===== src/rtl/lfsr_pkg.sv =====
// Shared definitions for the LFSR generator and its downstream word deserializer.
// Holds the default widths and the output-buffer state encoding.
package lfsr_pkg;

  localparam int LFSR_WIDTH = 4;
  localparam int WORD_CNT_W = 8;

  typedef enum logic [0:0] {
    BUF_EMPTY = 1'b0,
    BUF_FULL  = 1'b1
  } buf_state_t;

endpackage


===== src/rtl/lfsr_word_deser_bit_collector.sv =====
// Shift-register collector: gathers WIDTH serial bits (LSB first) and pulses
// word_done, combinationally, on the cycle that presents the final bit.
module bit_collector import lfsr_pkg::*; #(
  parameter int WIDTH = LFSR_WIDTH
) (
  input  logic             clock,
  input  logic             reset,
  input  logic             serial_in,
  input  logic             serial_valid,
  output logic             word_done,
  output logic [WIDTH-1:0] word_data
);

  localparam int BC_W = (WIDTH > 1) ? $clog2(WIDTH) : 1;
  localparam logic [BC_W-1:0] LAST_BIT = BC_W'(WIDTH - 1);

  logic [WIDTH-1:0] sr_r;
  logic [BC_W-1:0]  bit_cnt_r;
  logic [WIDTH-1:0] sr_next_s;
  logic [BC_W-1:0]  bit_cnt_next_s;
  logic             last_bit_s;

  assign last_bit_s = (bit_cnt_r == LAST_BIT);
  assign word_done  = serial_valid && last_bit_s;
  // The completed word includes the bit being presented this cycle.
  assign word_data  = {serial_in, sr_r[WIDTH-1:1]};

  // Next collector state: shift on each accepted bit, restart count after the last.
  always_comb begin
    sr_next_s      = sr_r;
    bit_cnt_next_s = bit_cnt_r;
    if (serial_valid) begin
      sr_next_s = {serial_in, sr_r[WIDTH-1:1]};
      if (last_bit_s) begin
        bit_cnt_next_s = {BC_W{1'b0}};
      end else begin
        bit_cnt_next_s = bit_cnt_r + BC_W'(1);
      end
    end else begin
      sr_next_s      = sr_r;
      bit_cnt_next_s = bit_cnt_r;
    end
  end

  // Collector registers.
  always_ff @(posedge clock) begin
    if (reset) begin
      sr_r      <= {WIDTH{1'b0}};
      bit_cnt_r <= {BC_W{1'b0}};
    end else begin
      sr_r      <= sr_next_s;
      bit_cnt_r <= bit_cnt_next_s;
    end
  end

endmodule


===== src/rtl/lfsr_word_deser.sv =====
// Serial-to-parallel stage behind the LFSR generator: one-entry output buffer
// with valid/ready handshake, sticky drop flag and a delivered-word counter.
module lfsr_word_deser import lfsr_pkg::*; #(
  parameter int WIDTH = LFSR_WIDTH,
  parameter int CNT_W = WORD_CNT_W
) (
  input  logic             clock,
  input  logic             reset,
  input  logic             serial_in,
  input  logic             serial_valid,
  input  logic             word_ready,
  input  logic             clear_overflow,
  output logic [WIDTH-1:0] word_out,
  output logic             word_valid,
  output logic             overflow,
  output logic [CNT_W-1:0] word_count
);

  logic             word_done_s;
  logic [WIDTH-1:0] word_data_s;

  buf_state_t       state_r;
  buf_state_t       state_next_s;
  logic [WIDTH-1:0] word_out_r;
  logic [WIDTH-1:0] word_next_s;
  logic             word_valid_r;
  logic             overflow_r;
  logic             overflow_next_s;
  logic [CNT_W-1:0] word_count_r;
  logic [CNT_W-1:0] count_next_s;
  logic             drop_s;

  bit_collector #(
    .WIDTH (WIDTH)
  ) u_collector (
    .clock        (clock),
    .reset        (reset),
    .serial_in    (serial_in),
    .serial_valid (serial_valid),
    .word_done    (word_done_s),
    .word_data    (word_data_s)
  );

  // Buffer FSM next state; a same-cycle handshake frees the slot for the new word.
  always_comb begin
    state_next_s    = state_r;
    word_next_s     = word_out_r;
    count_next_s    = word_count_r;
    drop_s          = 1'b0;
    overflow_next_s = overflow_r;
    case (state_r)
      BUF_EMPTY: begin
        if (word_done_s) begin
          word_next_s  = word_data_s;
          state_next_s = BUF_FULL;
        end else begin
          state_next_s = BUF_EMPTY;
        end
      end
      BUF_FULL: begin
        if (word_ready) begin
          count_next_s = word_count_r + CNT_W'(1);
          if (word_done_s) begin
            word_next_s  = word_data_s;
            state_next_s = BUF_FULL;
          end else begin
            state_next_s = BUF_EMPTY;
          end
        end else begin
          if (word_done_s) begin
            drop_s = 1'b1;
          end else begin
            drop_s = 1'b0;
          end
          state_next_s = BUF_FULL;
        end
      end
      default: begin
        state_next_s = BUF_EMPTY;
      end
    endcase
    // A drop in the same cycle as a clear request must leave the flag set.
    if (drop_s) begin
      overflow_next_s = 1'b1;
    end else if (clear_overflow) begin
      overflow_next_s = 1'b0;
    end else begin
      overflow_next_s = overflow_r;
    end
  end

  // Buffer, flag and counter registers.
  always_ff @(posedge clock) begin
    if (reset) begin
      state_r      <= BUF_EMPTY;
      word_out_r   <= {WIDTH{1'b0}};
      word_valid_r <= 1'b0;
      overflow_r   <= 1'b0;
      word_count_r <= {CNT_W{1'b0}};
    end else begin
      state_r      <= state_next_s;
      word_out_r   <= word_next_s;
      word_valid_r <= (state_next_s == BUF_FULL);
      overflow_r   <= overflow_next_s;
      word_count_r <= count_next_s;
    end
  end

  assign word_out   = word_out_r;
  assign word_valid = word_valid_r;
  assign overflow   = overflow_r;
  assign word_count = word_count_r;

endmodule


===== config.mk =====
export PLATFORM = sky130hd
export DESIGN_NAME = lfsr_word_deser
export DESIGN_NICKNAME = d
export VERILOG_FILES = /design/src/rtl/lfsr_pkg.sv /design/src/rtl/lfsr_word_deser_bit_collector.sv /design/src/rtl/lfsr_word_deser.sv
export SDC_FILE = /design/constraint.sdc
export NUM_CORES = 1
export LEC_CHECK = 0
export ABC_AREA = 1
export BUFFER_PORTS_ARGS = -buffer_cell sky130_fd_sc_hd__buf_2
export CAP_MARGIN = 20
export CELL_PAD_IN_SITES_DETAIL_PLACEMENT = 0
export CELL_PAD_IN_SITES_GLOBAL_PLACEMENT = 1
export CORE_MARGIN = 1
export CORE_UTILIZATION = 38
export DETAILED_ROUTE_END_ITERATION = 6
export GPL_ROUTABILITY_DRIVEN = 0
export GPL_TIMING_DRIVEN = 0
export PLACE_DENSITY = 0.82
export SYNTH_ARGS = -nofsm -noshare
export SYNTH_HDL_FRONTEND = slang
export SYNTH_SLANG_ARGS = --single-unit

===== constraint.sdc =====
create_clock -name clock -period 1.8 [get_ports clock]
set_input_delay 0.36 -clock clock [delete_from_list [all_inputs] [get_ports clock]]
set_output_delay 0.36 -clock clock [all_outputs]
set_load 0.1 [all_outputs]

=== Yosys cells after proc, flatten, opt, wreduce, memory -nomap -nowiden ===
Index checks and enable logic that the tools add are counted.
W data, S select, Z words.

* Register bits after elaboration: 20
* Output and inout port bits: 14

* Bitwise operators: 1
* Add/sub/neg operators: 2
* Equal/unequal tests: 2
* Muxes and demuxes: 11
* Reductions and logical operators: 3

{| class="wikitable"
|+ Operator list
! kind !! count
|-
| $add A8 B1 Y8 const B || 1
|-
| $mux W4 || 2
|-
| $pmux W4 S2 || 1
|-
| $mux W1 || 6
|-
| $add A2 B1 Y2 const B || 1
|-
| $eq A2 B2 Y1 const B || 1
|-
| $mux W2 || 1
|-
| $ne A2 B2 Y1 const B || 1
|-
| $pmux W1 S2 || 1
|-
| $reduce_and A2 Y1 || 1
|-
| $reduce_bool A2 Y1 || 1
|-
| $logic_and A1 B1 Y1 || 1
|-
| $not A1 Y1 || 1
|}

=== Depth between registers and ports, before layout ===
Gate-level depths: netlist (run 1).

* Depth after elaboration: 6
* Gate-level depth with buffers: 7
* Mapped depth without buffers: 7

=== Modules after synthesis ===
Synthesis (run 1) repeated with hierarchy kept, for this count alone.

* Cell total of the unflattened synthesis: 120
* Area, all modules: 849.6 sq um

{| class="wikitable"
|+ Modules (own cells, without submodules)
! module !! cells each !! times used !! area each (sq um)
|-
| lfsr_word_deser || 91 || 1 || 640.6
|-
| bit_collector || 29 || 1 || 209.0
|}

=== Worst setup path after synthesis (run 1) ===
OpenSTA, ideal clock, no wires.

* Path kind: reg-to-reg
* Start: register word_count_r[1] (netlist: word_count[1])
* End: register word_count_r[4] (netlist: word_count[4])
* Slack: 0.027 ns
* Data required time: 1.681 ns
* Cell stages (with the launch flop): 7
* Data arrival time: 1.653 ns
* Path buffers: 0
* Cells stage by stage: dfxtp_1 -> ha_1 -> inv_1 -> nor2_4 -> nand3_1 -> nand2_1 -> nor2_1

* Longest elaborated chain between the ends: 1

{| class="wikitable"
|+ Ends and longest elaborated chain
! item !! line !! RTL
|-
| start: declaration || lfsr_word_deser.sv:29 || <nowiki>logic [CNT_W-1:0] word_count_r;</nowiki>
|-
| start signal: assignment || lfsr_word_deser.sv:99 || <nowiki>word_count_r <= {CNT_W{1'b0}};</nowiki>
|-
| start signal: assignment || lfsr_word_deser.sv:105 || <nowiki>word_count_r <= count_next_s;</nowiki>
|-
| $add A8 B1 Y8 || lfsr_word_deser.sv:62 || <nowiki>count_next_s = word_count_r + CNT_W'(1);</nowiki>
|}

Every way passes these cells.
A chain may end at the register's enable or synchronous reset.

=== Final worst setup path (run 1) ===
* Start: register word_count_r[3] (netlist: word_count[3])
* End: output port word_count[3]

{| class="wikitable"
|+ RTL lines
! item !! line !! RTL
|-
| end: declaration || lfsr_word_deser.sv:16 || <nowiki>output logic [CNT_W-1:0] word_count</nowiki>
|}

No word-level cell between the ends.

==> reports/metrics.cfg, run 1 <==
[sta]
post-route-period-util_pct = 87.9
fmaxAchievable_mhz = 632
setup_tns_ns = 0
maxSlewHeadroom_pct = 67.9
min_period_ns = 1.58
setup_viol = 0
worst_pin_slew_ns = 0.484
final_max_slew_viol_count = 0
rsz0062_at_grt = false
hold_viol = 0
fin_worst_skew_ns = 0.00238

[finish]
drive_gt1_share_pct = 20.0
area_growth_pct = 19.3
fill_cells = 225
most-common-layout-cells = nor2_1 (26), buf_2 (20), dfxtp_1 (19), nand2_1 (18), inv_1 (16)
layout.cells.non_filler = 162
antenna_cells = 0
num-nets-final = 144
final_util_pct = 48.4
layout_commonest_cell = nor2_1

[worst_setup_path]
slowest_delay_ns = 0.47
crit_family = buffers and inverters
worstPathArrival_ns = 1.22
required_ns = 1.44
crit_path_end_kind = primary output
crit_chain = buf_2
r2r-end = word_out[2]
crit_buf_inv = 1
r2r_slack_ns = 0.62
critPathLaunchType = flip-flop
crit_fanout = 7
critPathSlowestCell = buf_2
worst-setup-path-type = flip-flop to primary output
timing.rr.start = u_collector.bit_cnt_r[0]
ff2ff_path_depth = 6

[floorplan]
ios = 20
dieArea_um2 = 2300
rows = 16
core-area_um2 = 1980
die_w_um = 48.0
dieHeight_um = 48.0
initial_utilization_pct = 40.5

[clock_tree]
cts_resized = 0
h-tree-depth = 1
cts_root_buf = clkbuf_4
hold_buffers = 0
cts_buffer_depth = 2
post-cts-setup-buffers = 0
insertion_delay_ns = 0.29
clk_pin_slew_worst_paths_ns = 0.11
cts_sinks = 19
cts_buffers = 3
cts_tree = done

[power_and_ir_drop]
pwr-share-seq_pct = 61.1
powerDensity_nw_per_um2 = 749
cellLeakagePower_nw = 0.483
ir_drop_mv = 0.325
switching_power_mw = 0.181
intPower_mw = 0.537
power_frac_comb_pct = 9.4
p_clk_share_pct = 29.5
swShare_pct = 25.2
p_total_mw = 0.718

[drt]
viasPerCell = 4.45
ant_nets = 0
num_vias = 721
routedWlPerCell_um = 9.40
drt_iter0_markers = 14
dr.pass1.iters = 4
drc = 0
wl_mm = 1.52

[global_routing]
grtUsageTotal_pct = 15.7
grt_first_pass_wirelength_mm = 2.44
grt_max_degree = 11
overflow = 0
antenna_found_initial = 0
grt_pass1_vias = 568

[hold_path]
hold_path.class = primary input to flip-flop
min-delay-start = reset
hold_depth = 2
whs_endpoint = overflow

[placement]
dpl.hpwl_mm = 1.17
dp_cells = 158
portBuffers = 19

[synth]
yosysSeqAreaShare_pct = 47.4
syn_area_um2 = 803
syn_nets = 120
yosysWarnings = 0
synth_area_per_cell_um2 = 7.17
syn_inst = 112
synth_seq_cells = 19
synth.distinct_cells = 16

[run_status]
status = complete, no violations

[run]
max-cap-violations = 0

[registers in the layout, summed over array words and instances (netlist names)]
signal and count:
word_count 8, u_collector.bit_cnt_r 2, overflow 1, word_valid 1, word_out 4, u_collector.sr_r 3
[layout make-up]
class / instances / area (um2) / share of cell area (%)
sequential: 19 / 380 / 39.7
multi-input combinational: 76 / 358 / 37.3
timing repair buffer: 19 / 95.1 / 9.92
inverter: 16 / 60.1 / 6.27
tap: 27 / 33.8 / 3.52
clock buffer: 4 / 26.3 / 2.74
buffer: 1 / 5.00 / 0.522
[cells in the mapped netlist]
| master | number | share of area, % |
|---|---|---|
| nand2_1 | 18 | 8.4 |
| buf_2 | 1 | 0.62 |
| nand3_1 | 6 | 3.7 |
| nor2_2 | 1 | 0.78 |
| a21oi_1 | 8 | 5.0 |
| nor2_1 | 26 | 12 |
| dfxtp_1 | 19 | 47 |
| nor3_1 | 1 | 0.62 |
| nand4_1 | 1 | 0.78 |
| inv_1 | 16 | 7.5 |
| o21ai_0 | 9 | 5.6 |
| nor2_4 | 1 | 1.4 |
| ha_1 | 2 | 3.1 |
| o21a_1 | 1 | 0.93 |
| nand3_2 | 1 | 1.2 |
| nand2_2 | 1 | 0.78 |
[cells by family after synthesis]
group           after synthesis  share of synthesized area, %
simple gates                 56                          29.9
fa+ha+maj                     2                          3.11
buf+inv                      17                          8.10
flops                        19                          47.4
compound gates               18                          11.5
[power groups by stage]
stage	clock network [mW]	logic, mW	registers (mW)
floorplan	0	0.0292	0.466
global placement	0	0.0662	0.447
detailed placement	0	0.0679	0.448
CTS	0.224	0.0681	0.438
global route	0.250	0.0766	0.440
finish	0.212	0.0676	0.438
[per-layer routing]
| layer | up-vias | wire length [um] | GRT usage [%] |
|---|---|---|---|
| li1 | 399 | - | - |
| met1 | 310 | 810 | 22.1 |
| met2 | 10 | 648 | 21.4 |
| met3 | 2 | 50 | 4.53 |
| met4 | 0 | 12 | 8.33 |
| met5 | - | 0 | 0 |
[worst max-delay path by stage]
stage / depth (start not counted) / startpoint / end
after detailed placement: 1 / word_count[3] / word_count[3]
after CTS: 1 / word_count[3] / word_count[3]
after global routing: 1 / word_count[3] / word_count[3]
final: 1 / word_count[3] / word_count[3]
after global placement: 1 / word_count[3] / word_count[3]
after floorplan: 6 / word_count[1] / word_count[4]
[metrics by stage]
| stage | area [um2] | hold slack (ns) | setup slack (ns) |
|---|---|---|---|
| after floorplan | 803 | 0.429 | 0.0275 |
| after global placement | 932 | 0.447 | 0.552 |
| after detailed placement | 932 | 0.451 | 0.552 |
| after CTS | 958 | 0.271 | 0.214 |
| after global routing | 958 | 0.285 | 0.130 |
| final | 958 | 0.283 | 0.218 |
(Power assumes the default switching activity.)
==> inputs of run 2 (changes only) <==
--- a/config.mk
+++ b/config.mk
@@ -15,7 +15,7 @@
 export DETAILED_ROUTE_END_ITERATION = 6
 export GPL_ROUTABILITY_DRIVEN = 0
 export GPL_TIMING_DRIVEN = 0
-export PLACE_DENSITY = 0.82
+export PLACE_DENSITY = 0.79
 export SYNTH_ARGS = -nofsm -noshare
 export SYNTH_HDL_FRONTEND = slang
 export SYNTH_SLANG_ARGS = --single-unit
==> reports/metrics.cfg, run 2 (synthesized netlist as in run 1, its figures left out) <==
[floorplan]
die_w_um = 48.0
dieArea_um2 = 2300
ios = 20
initial_utilization_pct = 40.5
rows = 16
core-area_um2 = 1980
dieHeight_um = 48.0

[drt]
ant_nets = 0
routedWlPerCell_um = 9.24
dr.pass1.iters = 4
wl_mm = 1.50
drt_iter0_markers = 14
num_vias = 739
viasPerCell = 4.56
drc = 0

[worst_setup_path]
r2r_slack_ns = 0.62
worst-setup-path-type = flip-flop to primary output
r2r-end = word_out[1]
slowest_delay_ns = 0.47
critPathSlowestCell = buf_2
timing.rr.start = u_collector.bit_cnt_r[0]
crit_family = buffers and inverters
ff2ff_path_depth = 7
critPathLaunchType = flip-flop
crit_path_end_kind = primary output
crit_buf_inv = 1
worstSetupStartpoint = word_count[3]
required_ns = 1.44
crit_fanout = 7
endpoint = word_count[3]
path_depth = 1
worstPathArrival_ns = 1.21
crit_chain = buf_2

[global_routing]
grt_first_pass_wirelength_mm = 2.48
grtUsageTotal_pct = 15.8
grt_pass1_vias = 590
use_met3_pct = 4.53
grt_max_degree = 11
antenna_found_initial = 0
grtUsageMet2_pct = 21.6
overflow = 0
busiest_layer = met1
grtUsageMet1_pct = 22.8

[clock_tree]
cts_buffers = 3
clk_pin_slew_worst_paths_ns = 0.11
insertion_delay_ns = 0.29
hold_buffers = 0
cts_buffer_depth = 2
h-tree-depth = 1
cts_sinks = 19
cts_root_buf = clkbuf_4
cts_tree = done
cts_resized = 0
post-cts-setup-buffers = 0

[finish]
area_growth_pct = 19.3
num-nets-final = 144
drive_gt1_share_pct = 20.0
antenna_cells = 0
layout_commonest_cell = nor2_1
most-common-layout-cells = nor2_1 (26), buf_2 (20), dfxtp_1 (19), nand2_1 (18), inv_1 (16)
largest_register_ffs = 8

[power_and_ir_drop]
switching_power_mw = 0.183
p_clk_share_pct = 29.9
ir_drop_mv = 0.389
power_frac_comb_pct = 9.2
cellLeakagePower_nw = 0.483
intPower_mw = 0.537
pwr-share-seq_pct = 60.9
powerDensity_nw_per_um2 = 751
swShare_pct = 25.4

[placement]
portBuffers = 19
dpl.hpwl_mm = 1.15

[run]
max-cap-violations = 0

[sta]
maxSlewHeadroom_pct = 67.7
worst_pin_slew_ns = 0.488
fin_worst_skew_ns = 0.00288
holdWs_ns = 0.275
final_max_slew_viol_count = 0
fmaxAchievable_mhz = 636
hold_viol = 0
min_period_ns = 1.57
setup_viol = 0
setup_tns_ns = 0
rsz0062_at_grt = false
post-route-period-util_pct = 87.4

[run_status]
status = complete, no violations

[hold_path]
hold_path.class = primary input to flip-flop

run 2: cell counts in the layout (fill, tap and decap cells not counted):
No cell type changed its count.
run 2: power by group through the flow:
stage | combinational, mW | clock [mW] | sequential, mW
5_1_grt | 0.0761 | 0.246 | 0.440
3_5_place_dp | 0.0671 | 0 | 0.448
4_1_cts | 0.0673 | 0.229 | 0.438
2_1_floorplan | 0.0292 | 0 | 0.466
3_3_place_gp | 0.0664 | 0 | 0.447
6_report | 0.0663 | 0.215 | 0.438
run 2: through the flow:
step / setup WS, ns / util, % / cells / cell area (um2) / total power [mW]
floorplan: 0.0275 / - / 112 / 803 / 0.496
global placement: 0.546 / 47.0 / 158 / 932 / 0.514
detailed placement: 0.553 / 47.0 / 158 / 932 / 0.515
CTS: 0.204 / 48.4 / 162 / 958 / 0.735
global route: 0.155 / 48.4 / 162 / 958 / 0.762
finish: 0.227 / 48.4 / 162 / 958 / 0.719
run 2: per-layer routing:
metal | up-vias | share of wire, %
li1 | 401 | -
met1 | 322 | 53
met2 | 12 | 42
met3 | 4 | 3.3
met4 | 0 | 1.5
met5 | - | 0
run 2: how the worst min path moves through the flow:
stage | endpoint | slack, ns | cells after the start | startpoint
after detailed placement | overflow | 0.46 | 2 | overflow
after floorplan | overflow | 0.43 | 1 | reset
after global routing | overflow | 0.28 | 2 | reset
after CTS | word_valid | 0.27 | 2 | reset
final | word_valid | 0.28 | 2 | reset
after global placement | overflow | 0.45 | 2 | overflow
run 2: cell type report:
| class | instances | area (um2) |
|---|---|---|
| buffer | 1 | 5.00 |
| clock buffer | 4 | 26.3 |
| fill | 217 | 1020 |
| inverter | 16 | 60.1 |
| multi-input combinational | 76 | 358 |
| sequential | 19 | 380 |
| tap | 27 | 33.8 |
| timing repair buffer | 19 | 95.1 |
==> inputs of run 3 (changes only) <==
--- a/config.mk
+++ b/config.mk
@@ -15,7 +15,7 @@
 export DETAILED_ROUTE_END_ITERATION = 6
 export GPL_ROUTABILITY_DRIVEN = 0
 export GPL_TIMING_DRIVEN = 0
-export PLACE_DENSITY = 0.79
+export PLACE_DENSITY = 0.83
 export SYNTH_ARGS = -nofsm -noshare
 export SYNTH_HDL_FRONTEND = slang
 export SYNTH_SLANG_ARGS = --single-unit
==> reports/metrics.cfg, run 3 (synthesized netlist as in run 1, its figures left out) <==
[global_routing]
grtUsageTotal_pct = 14.7
grt_first_pass_wirelength_mm = 2.28
antenna_found_initial = 0
grt_pass1_vias = 548
grt_max_degree = 11
overflow = 0

[sta]
min_period_ns = 1.58
worst_pin_slew_ns = 0.488
final_max_slew_viol_count = 0
post-route-period-util_pct = 88.0
holdWs_ns = 0.282
fmaxAchievable_mhz = 631
setup_viol = 0
hold_viol = 0
rsz0062_at_grt = false
setup_tns_ns = 0
maxSlewHeadroom_pct = 67.7
fin_worst_skew_ns = 0.00344

[clock_tree]
h-tree-depth = 1
cts_buffer_depth = 2
clk_pin_slew_worst_paths_ns = 0.10
post-cts-setup-buffers = 0
cts_root_buf = clkbuf_4
hold_buffers = 0
cts_resized = 0
cts_buffers = 3
cts_sinks = 19
cts_tree = done
insertion_delay_ns = 0.29

[hold_path]
whs_endpoint = word_valid
hold_depth = 2
min-delay-start = reset
hold_path.class = primary input to flip-flop

[finish]
drive_gt1_share_pct = 20.0
most-common-layout-cells = nor2_1 (26), buf_2 (20), dfxtp_1 (19), nand2_1 (18), inv_1 (16)
num-nets-final = 144
layout.cells.non_filler = 162
fill_cells = 214
layout_commonest_cell = nor2_1
largest_register_ffs = 8
area_growth_pct = 19.3
seqCellArea_um2 = 380
multi_input_area_um2 = 358
antenna_cells = 0

[worst_setup_path]
worstPathArrival_ns = 1.22
critPathLaunchType = flip-flop
worst-setup-path-type = flip-flop to primary output
r2r_slack_ns = 0.61
crit_chain = buf_2
ff2ff_path_depth = 6
critPathSlowestCell = buf_2
crit_fanout = 7
crit_path_end_kind = primary output
slowest_delay_ns = 0.47
crit_buf_inv = 1
crit_family = buffers and inverters
worstSetupStartpoint = word_count[3]
timing.rr.start = u_collector.bit_cnt_r[0]
r2r-end = word_out[3]
required_ns = 1.44

[run_status]
status = complete, no violations

[drt]
routedWlPerCell_um = 9.51
num_vias = 729
drt_iter0_markers = 13
dr.pass1.iters = 4
viasPerCell = 4.50
drc = 0
ant_nets = 0
wl_mm = 1.54

[placement]
dpl.hpwl_mm = 1.16
dp_cells = 158
portBuffers = 19

[floorplan]
dieArea_um2 = 2300
core-area_um2 = 1980
dieHeight_um = 48.0
initial_utilization_pct = 40.5
die_w_um = 48.0
rows = 16
ios = 20

[power_and_ir_drop]
ir_drop_mv = 0.372
p_total_mw = 0.716
cellLeakagePower_nw = 0.483
powerDensity_nw_per_um2 = 747

[run]
max-cap-violations = 0

run 3: how the worst max path moves through the flow:
| stage | endpoint | cells after the start |
|---|---|---|
| finish | word_count[3] | 1 |
| floorplan | word_count[4] | 6 |
| global placement | word_count[3] | 1 |
| global route | word_count[3] | 1 |
| detailed placement | word_count[3] | 1 |
| CTS | word_count[3] | 1 |
run 3: area by class of cell:
cell class	count	area share (%)
inverters	16	6.27
multi-input cells	76	37.3
plain buffers	1	0.522
clock buffers	4	2.74
well taps	27	3.52
repair buffers	19	9.92
flip-flops and latches	19	39.7
run 3: per-stage QoR:
step	util, %	area (um2)	worst slack [ns]
6_report	48.4	958	0.216
5_1_grt	48.4	958	0.155
4_1_cts	48.4	958	0.212
3_5_place_dp	47.0	932	0.552
3_3_place_gp	47.0	932	0.551
2_1_floorplan	-	803	0.0275
run 3: metal layers:
metal / vias to the layer above / share of wire [%] / track usage [%]
met1: 316 / 51 / 20.5
met4: 0 / 0.84 / 8.33
li1: 401 / - / -
met2: 10 / 44 / 20.5
met5: - / 0 / 0
met3: 2 / 4.0 / 3.40
run 3: power by group:
| group | total, mW | internal (mW) | switching (mW) |
|---|---|---|---|
| clock network | 0.210 | 0.0861 | 0.124 |
| registers | 0.438 | 0.431 | 0.00725 |
| logic | 0.0675 | 0.0194 | 0.0481 |
